[src/rtl/pmod_io_bridge_if.sv]
// PMOD host side and core side signal bundle for pmod_io_bridge.
// The bridge takes the slave view; the host/core environment takes the master view.
interface pmod_io_bridge_if #(
  parameter int unsigned DATA_W = 8
);
  logic [DATA_W-1:0] pmod_data_i;
  logic              pmod_tgl_i;
  logic              pmod_ack_i;
  logic [DATA_W-1:0] pmod_data_o;
  logic              pmod_req_o;
  logic [DATA_W-1:0] core_data_o;
  logic              core_valid_o;
  logic [DATA_W-1:0] core_data_i;
  logic              core_valid_i;
  logic              core_ready_o;

  modport slave (
    input  pmod_data_i, pmod_tgl_i, pmod_ack_i, core_data_i, core_valid_i,
    output pmod_data_o, pmod_req_o, core_data_o, core_valid_o, core_ready_o
  );

  modport master (
    output pmod_data_i, pmod_tgl_i, pmod_ack_i, core_data_i, core_valid_i,
    input  pmod_data_o, pmod_req_o, core_data_o, core_valid_o, core_ready_o
  );
endinterface

[src/rtl/pmod_io_bridge.sv]
// PMOD-to-core bridge: synchronised toggle-strobe receive path, outbound FIFO drained
// to the host over a 4-phase req/ack handshake, with loopback and pattern self-test modes.
module pmod_io_bridge #(
  parameter int unsigned DATA_W      = 8,
  parameter int unsigned SYNC_STAGES = 2,
  parameter int unsigned FIFO_DEPTH  = 8,
  parameter int unsigned CNT_W       = 16
) (
  input  logic                          clk,
  input  logic                          rst_n,
  input  logic [1:0]                    mode_i,
  pmod_io_bridge_if.slave               bus,
  output logic [$clog2(FIFO_DEPTH):0]   level_o,
  output logic                          overflow_o,
  output logic [CNT_W-1:0]              byte_cnt_o
);
  localparam int unsigned AW = $clog2(FIFO_DEPTH);

  typedef enum logic [1:0] {StIdle, StReq, StRel} state_t;

  logic [SYNC_STAGES-1:0]             tgl_sync_q, ack_sync_q;
  logic [SYNC_STAGES-1:0][DATA_W-1:0] data_sync_q;
  logic                               tgl_prev_q;
  logic                               tgl_s, ack_s, rx_evt;
  logic [DATA_W-1:0]                  data_s;

  logic [DATA_W-1:0] rx_data_q;
  logic              core_valid_q;
  logic              ready_en_q;

  logic [DATA_W-1:0] mem_q [FIFO_DEPTH];
  logic [AW:0]       wr_ptr_q, rd_ptr_q, level;
  logic              full, empty, push, pop, drop;
  logic [DATA_W-1:0] push_data;
  logic [DATA_W-1:0] pat_q;
  logic              overflow_q;

  state_t            state_q;
  logic              req_q;
  logic [DATA_W-1:0] out_data_q;
  logic [CNT_W-1:0]  byte_cnt_q;

  assign tgl_s  = tgl_sync_q[SYNC_STAGES-1];
  assign ack_s  = ack_sync_q[SYNC_STAGES-1];
  assign data_s = data_sync_q[SYNC_STAGES-1];
  assign rx_evt = tgl_s ^ tgl_prev_q;

  always_ff @(posedge clk or negedge rst_n) begin
    if (!rst_n) begin
      tgl_sync_q   <= '0;
      ack_sync_q   <= '0;
      data_sync_q  <= '0;
      tgl_prev_q   <= 1'b0;
      rx_data_q    <= '0;
      core_valid_q <= 1'b0;
      ready_en_q   <= 1'b0;
    end else begin
      tgl_sync_q   <= {tgl_sync_q[SYNC_STAGES-2:0], bus.pmod_tgl_i};
      ack_sync_q   <= {ack_sync_q[SYNC_STAGES-2:0], bus.pmod_ack_i};
      data_sync_q  <= {data_sync_q[SYNC_STAGES-2:0], bus.pmod_data_i};
      tgl_prev_q   <= tgl_s;
      core_valid_q <= rx_evt & (mode_i == 2'b00);
      ready_en_q   <= 1'b1;
      if (rx_evt) rx_data_q <= data_s;
    end
  end

  assign level = wr_ptr_q - rd_ptr_q;
  assign full  = (level == (AW+1)'(FIFO_DEPTH));
  assign empty = (level == '0);
  assign pop   = (state_q == StIdle) & ~empty;

  always_comb begin
    push      = 1'b0;
    drop      = 1'b0;
    push_data = data_s;
    unique case (mode_i)
      2'b00: begin
        push      = bus.core_valid_i & ~full;
        push_data = bus.core_data_i;
      end
      2'b01: begin
        push = rx_evt & ~full;
        drop = rx_evt & full;
      end
      2'b10: begin
        push      = ~full;
        push_data = pat_q;
      end
      default: ;
    endcase
  end

  // Storage is left unreset; occupancy is tracked by the pointers alone.
  always_ff @(posedge clk) begin
    if (push) mem_q[wr_ptr_q[AW-1:0]] <= push_data;
  end

  always_ff @(posedge clk or negedge rst_n) begin
    if (!rst_n) begin
      wr_ptr_q   <= '0;
      rd_ptr_q   <= '0;
      pat_q      <= '0;
      overflow_q <= 1'b0;
    end else begin
      if (push) wr_ptr_q <= wr_ptr_q + 1'b1;
      if (pop)  rd_ptr_q <= rd_ptr_q + 1'b1;
      if (push && mode_i == 2'b10) pat_q <= pat_q + 1'b1;
      if (drop) overflow_q <= 1'b1;
    end
  end

  always_ff @(posedge clk or negedge rst_n) begin
    if (!rst_n) begin
      state_q    <= StIdle;
      req_q      <= 1'b0;
      out_data_q <= '0;
      byte_cnt_q <= '0;
    end else begin
      unique case (state_q)
        StIdle: if (!empty) begin
          out_data_q <= mem_q[rd_ptr_q[AW-1:0]];
          req_q      <= 1'b1;
          state_q    <= StReq;
        end
        StReq: if (ack_s) begin
          req_q      <= 1'b0;
          byte_cnt_q <= byte_cnt_q + 1'b1;
          state_q    <= StRel;
        end
        StRel: if (!ack_s) state_q <= StIdle;
        default: state_q <= StIdle;
      endcase
    end
  end

  assign bus.pmod_data_o  = out_data_q;
  assign bus.pmod_req_o   = req_q;
  assign bus.core_data_o  = rx_data_q;
  assign bus.core_valid_o = core_valid_q;
  // Held low through reset so every output reads 0 while rst_n is asserted.
  assign bus.core_ready_o = ready_en_q & ~full & (mode_i == 2'b00);
  assign level_o          = level;
  assign overflow_o       = overflow_q;
  assign byte_cnt_o       = byte_cnt_q;
endmodule

[src/flat_wrapper.sv]
// flat-port wrapper written by rule: the top's interface ports become plain ports
module pmod_io_bridge_flat 
#(
  parameter int unsigned DATA_W      = 8,
  parameter int unsigned SYNC_STAGES = 2,
  parameter int unsigned FIFO_DEPTH  = 8,
  parameter int unsigned CNT_W       = 16
)
  (clk, rst_n, mode_i, level_o, overflow_o, byte_cnt_o, bus_pmod_data_i, bus_pmod_tgl_i, bus_pmod_ack_i, bus_core_data_i, bus_core_valid_i, bus_pmod_data_o, bus_pmod_req_o, bus_core_data_o, bus_core_valid_o, bus_core_ready_o);
  pmod_io_bridge_if #(.DATA_W(DATA_W)) bus_i ();
  input  logic clk;
  input  logic rst_n;
  input  logic [1:0] mode_i;
  output logic [$clog2(FIFO_DEPTH):0] level_o;
  output logic overflow_o;
  output logic [CNT_W-1:0] byte_cnt_o;
  input wire logic [$bits(bus_i.pmod_data_i)-1:0] bus_pmod_data_i;
  input wire logic [$bits(bus_i.pmod_tgl_i)-1:0] bus_pmod_tgl_i;
  input wire logic [$bits(bus_i.pmod_ack_i)-1:0] bus_pmod_ack_i;
  input wire logic [$bits(bus_i.core_data_i)-1:0] bus_core_data_i;
  input wire logic [$bits(bus_i.core_valid_i)-1:0] bus_core_valid_i;
  output wire logic [$bits(bus_i.pmod_data_o)-1:0] bus_pmod_data_o;
  output wire logic [$bits(bus_i.pmod_req_o)-1:0] bus_pmod_req_o;
  output wire logic [$bits(bus_i.core_data_o)-1:0] bus_core_data_o;
  output wire logic [$bits(bus_i.core_valid_o)-1:0] bus_core_valid_o;
  output wire logic [$bits(bus_i.core_ready_o)-1:0] bus_core_ready_o;
  assign bus_i.pmod_data_i = bus_pmod_data_i;
  assign bus_i.pmod_tgl_i = bus_pmod_tgl_i;
  assign bus_i.pmod_ack_i = bus_pmod_ack_i;
  assign bus_i.core_data_i = bus_core_data_i;
  assign bus_i.core_valid_i = bus_core_valid_i;
  assign bus_pmod_data_o = bus_i.pmod_data_o;
  assign bus_pmod_req_o = bus_i.pmod_req_o;
  assign bus_core_data_o = bus_i.core_data_o;
  assign bus_core_valid_o = bus_i.core_valid_o;
  assign bus_core_ready_o = bus_i.core_ready_o;
  pmod_io_bridge #(.DATA_W(DATA_W), .SYNC_STAGES(SYNC_STAGES), .FIFO_DEPTH(FIFO_DEPTH), .CNT_W(CNT_W)) u_core (.clk(clk), .rst_n(rst_n), .mode_i(mode_i), .bus(bus_i), .level_o(level_o), .overflow_o(overflow_o), .byte_cnt_o(byte_cnt_o));
endmodule
[config.mk]
export PLATFORM = sky130hd
export DESIGN_NAME = pmod_io_bridge_flat
export DESIGN_NICKNAME = d
export VERILOG_FILES = /design/src/rtl/pmod_io_bridge_if.sv /design/src/rtl/pmod_io_bridge.sv /design/src/flat_wrapper.sv
export SDC_FILE = /design/constraint.sdc
export NUM_CORES = 1
export LEC_CHECK = 0
export CAP_MARGIN = 15
export CORE_ASPECT_RATIO = 0.9
export CORE_UTILIZATION = 40
export DETAILED_ROUTE_END_ITERATION = 6
export DONT_BUFFER_PORTS = 1
export HOLD_SLACK_MARGIN = 0.05
export MAX_ROUTING_LAYER = met4
export PLACE_DENSITY = 0.62
export SYNTH_ARGS = -nofsm -noshare
export SYNTH_HDL_FRONTEND = slang
export SYNTH_SLANG_ARGS = --single-unit
[constraint.sdc]
create_clock -name clk -period 3.7 [get_ports clk]
set_clock_uncertainty 0.2 [all_clocks]
set_input_delay 1.11 -clock clk [delete_from_list [all_inputs] [get_ports clk]]
set_output_delay 1.11 -clock clk [all_outputs]
set_load 0.05 [all_outputs]
==> impl_metrics.json <==
{
  "status": "finished clean",
  "timing.critical_path.slowest_stage_cell": "fa_2",
  "h-tree-depth": 4,
  "post_synth_main_area_contributors": "edfxtp_1 35%, dfrtp_1 34%, mux4_2 6.5%",
  "root_buffer": "clkbuf_16",
  "antenna_cells_inserted": 0,
  "setup.worst_path.end_class": "output port",
  "synth_ff_type": "dfrtp_1",
  "post-layout-total-power_uw": 6170,
  "combinationalPowerShare_pct": 31.3,
  "postSynthRegisterBits": 139,
  "largest_net_degree_at_the_start_of_global_routing": 76,
  "critical_path.cell_chain": "inv_2, ha_4, inv_2, fa_2, nor3_4, and3_4, nor4b_4, buf_12",
  "post_synth_num_cell_types": 40,
  "final_hold_viol_count": 0,
  "reg2reg_depth": 10,
  "vias": 2877,
  "cts.sink_count": 139,
  "drt-total-wl_um": 10000,
  "post_synth_and_or_nand_nor_area_fraction_pct": 7.60,
  "routability_cong": 0.830,
  "clk_pin_slew_worst_paths_ps": 60,
  "synth_enable_flop_cells": 64,
  "syn_inst": 350,
  "post_route_cells_drive_above_1_share_pct": 24.3,
  "number_of_nets_in_the_synthesized_netlist": 381,
  "post_dp_cell_area_sq_um": 5880,
  "worst_path_largest_cell_delay_ps": 560,
  "switching_power_uw": 2330,
  "p_int_uw": 3840,
  "path_max_fanout": 3,
  "holdPathStages": 0,
  "power.density_cell_area_nw_per_um2": 942,
  "global_route.overflow_total": 0,
  "grt_first_pass_wirelength_um": 16000,
  "core_region_area_sq_um": 13400,
  "leakage_uw": 0.00256,
  "synth_top_area_share_pct": 34.8,
  "skew_pair_late_insertion_delay_ps": 420,
  "synth_top_cells_by_count": "75 x dfrtp_1, 64 x edfxtp_1, 36 x nand2_1",
  "cts_tree": "done",
  "yosys_warnings": 0,
  "setup.worst_path.start_class": "register",
  "start_util_pct": 41.2,
  "yosys.cell_count.top_type": "dfrtp_1",
  "post_drt_wl_per_cell_um": 18.0,
  "share_seq_of_total_power_pct": 40.6,
  "number_of_buffers_inserted_during_clock_tree_synthesis": 17,
  "cts_hold_buffers": 0,
  "max-cap-violations": 0,
  "detail_route.iter0.violations": 195,
  "flow.area_growth_from_synthesis_pct": 18.4,
  "synth_top_family_by_area": "multiplexers",
  "sw_frac_of_total_pct": 37.8,
  "grt_setup_unrepaired": "yes",
  "pin_count": 63,
  "syn_area_sq_um": 5530,
  "finalSetupViolations": 0,
  "synth.area.mux_share_pct": 11.7,
  "compound_gate_portion_of_the_synthesized_area_pct": 3.55,
  "nNetsFinal": 409,
  "synth_fa_ha_area_share_pct": 1.95,
  "via_per_inst": 5.15,
  "grt_use_total_pct": 15.9,
  "final.min_clock_period_ps": 3640,
  "layout.filler_cells": 1142,
  "crit_path_frequent_cell": "inv_2",
  "die-area_sq_um": 14300,
  "die_width_um": 126,
  "fin_crit_sh_pct": 98.4,
  "die_height_um": 114,
  "layout.cell_area.non_filler_sq_um": 6550,
  "clockBufferDepth": 2,
  "drt-pass1-iter-count": 4,
  "post_synth_xor_area_fraction_pct": 5.07,
  "yosys.area.top_type": "edfxtp_1",
  "synth.yosys.seq_area_share_pct": 68.7,
  "pwr-share-clk_pct": 28.1,
  "port_buffers": 0,
  "worst_slew_pin_tran_ps": 1010,
  "avgSynthCellArea_sq_um": 15.8,
  "post-route-drc-count": 0,
  "slew_violations": 0,
  "hold_path.class": "reg2reg",
  "path_class": "reg2out",
  "placementRows": 40,
  "worstPathArrival_ps": 2330,
  "fmaxAchievable_mhz": 275,
  "slew_headroom_pct": 32.2,
  "max-vdd-ir-drop_mv": 0.500,
  "fin_hold_ws_ps": 147,
  "async_reset_ff_share_pct": 54.0,
  "detailedPlacementHpwl_um": 6510,
  "grt_pass1_vias": 2954,
  "worst_ep_required_time_ps": 2390,
  "final_antenna_net_count": 0,
  "grt_antenna_before_repair": 0
}
==> stage by stage <==
| stage | util (%) | std cells | setup slack (ps) | setup TNS, ps |
|---|---|---|---|---|
| after global routing | 48.8 | 559 | -22.0 | -22.0 |
| after global placement | 43.8 | 523 | 267 | 0 |
| after detailed placement | 43.8 | 523 | 217 | 0 |
| final | 48.8 | 559 | 58.3 | 0 |
| after CTS | 48.8 | 558 | 14.4 | 0 |
| after floorplan | - | 350 | -116 | -116 |
==> cell usage in the layout, fill, tap and decap left out, types with 3 or more instances in the layout <==
cell / instances
clkinv_4: 8
nand3_1: 6
nor3b_1: 4
o21ai_0: 10
inv_1: 4
buf_4: 19
mux2_2: 11
o21ai_1: 9
mux2i_1: 16
bufinv_16: 3
inv_2: 3
xnor2_1: 26
and3_1: 7
nand2_1: 36
xor2_1: 5
mux4_2: 16
nor2_1: 4
ha_1: 5
nor3_1: 4
edfxtp_1: 64
dfrtp_1: 73
nand4_1: 8
clkbuf_16: 17
==> power by group through the flow <==
stage | logic (uW) | registers [uW] | clock network (uW)
2_1_floorplan | 1500 | 2460 | 0
3_3_place_gp | 1850 | 2520 | 0
3_5_place_dp | 1890 | 2530 | 0
4_1_cts | 1960 | 2510 | 1780
5_1_grt | 2110 | 2550 | 1830
6_report | 1930 | 2500 | 1740
==> state kept, by name, indices dropped and copies added (netlist names) <==
name and count:
u_core.ack_sync_q 2, u_core.bus.core_data_o 8, u_core.bus.core_valid_o 1, u_core.bus.pmod_data_o 8, u_core.bus.pmod_req_o 1, u_core.byte_cnt_o 16
u_core.data_s 8, u_core.data_sync_q 8, u_core.mem_q 64, u_core.overflow_o 1, u_core.pat_q 8, u_core.rd_ptr_q 4
u_core.ready_en_q 1, u_core.state_q 2, u_core.tgl_prev_q 1, u_core.tgl_sync_q 2, u_core.wr_ptr_q 4
==> area by class of cell <==
type                            count  area [sq um]  area share [%]
Inverter                            7          26.3           0.401
Sequential cell                   139          3800            58.0
Timing Repair Buffer               20           163            2.48
Multi-Input combinational cell    193          1730            26.4
Tap cell                          168           210            3.21
Clock inverter                     15           193            2.94
Clock buffer                       17           425            6.50
==> final timing paths <==
path / from / end / slack [ps]
min: u_core.data_sync_q[6]$_DFF_PN0_ / u_core.data_s[6]$_DFF_PN0_ / 150
min in group asynchronous: rst_n / u_core.byte_cnt_o[6]$_DFFE_PN0P_ / 180
max reg2reg: u_core.wr_ptr_q[0]$_DFFE_PN0P_ / u_core.mem_q[2][4]$_DFFE_PP_ / 740
min reg2reg: u_core.data_sync_q[6]$_DFF_PN0_ / u_core.data_s[6]$_DFF_PN0_ / 150
max in group asynchronous: rst_n / u_core.bus.core_data_o[2]$_DFFE_PN0N_ / 2970
max: u_core.wr_ptr_q[0]$_DFFE_PN0P_ / bus_core_ready_o / 60
==> per-layer routing <==
layer / GRT usage [%] / routed length [um] / up-vias
met5: - / 0 / -
met4: 7.47 / 154 / 0
met3: 6.10 / 866 / 14
met2: 21.3 / 4330 / 97
met1: 21.2 / 4680 / 1415
li1: - / - / 1351
==> worst max-delay path, delay by kind of cell (launching register included) <==
kind	cells	cell delay (ps)
and+or+nand+nor	3	530
buffers and inverters	3	300
adders and majority gates	2	700
DFF	1	380
==> cell families after synthesis <==
family          count (synthesis)
compound gates                 29
other cells                     1
mux                            43
simple gates                   80
flops                         139
xor+xnor                       32
fa+ha+maj                       8
buf+inv                        18
==> what timing repair did <==
item | in CTS | in global routing
setup buffers | 3 | 0
endpoints found under the setup margin | 1 | 1
hold endpoints to repair | 0 | 0
gates resized for setup | 4 | 1
pin swaps | 3 | 0
No activity file was read; power rests on OpenSTA's default activity.
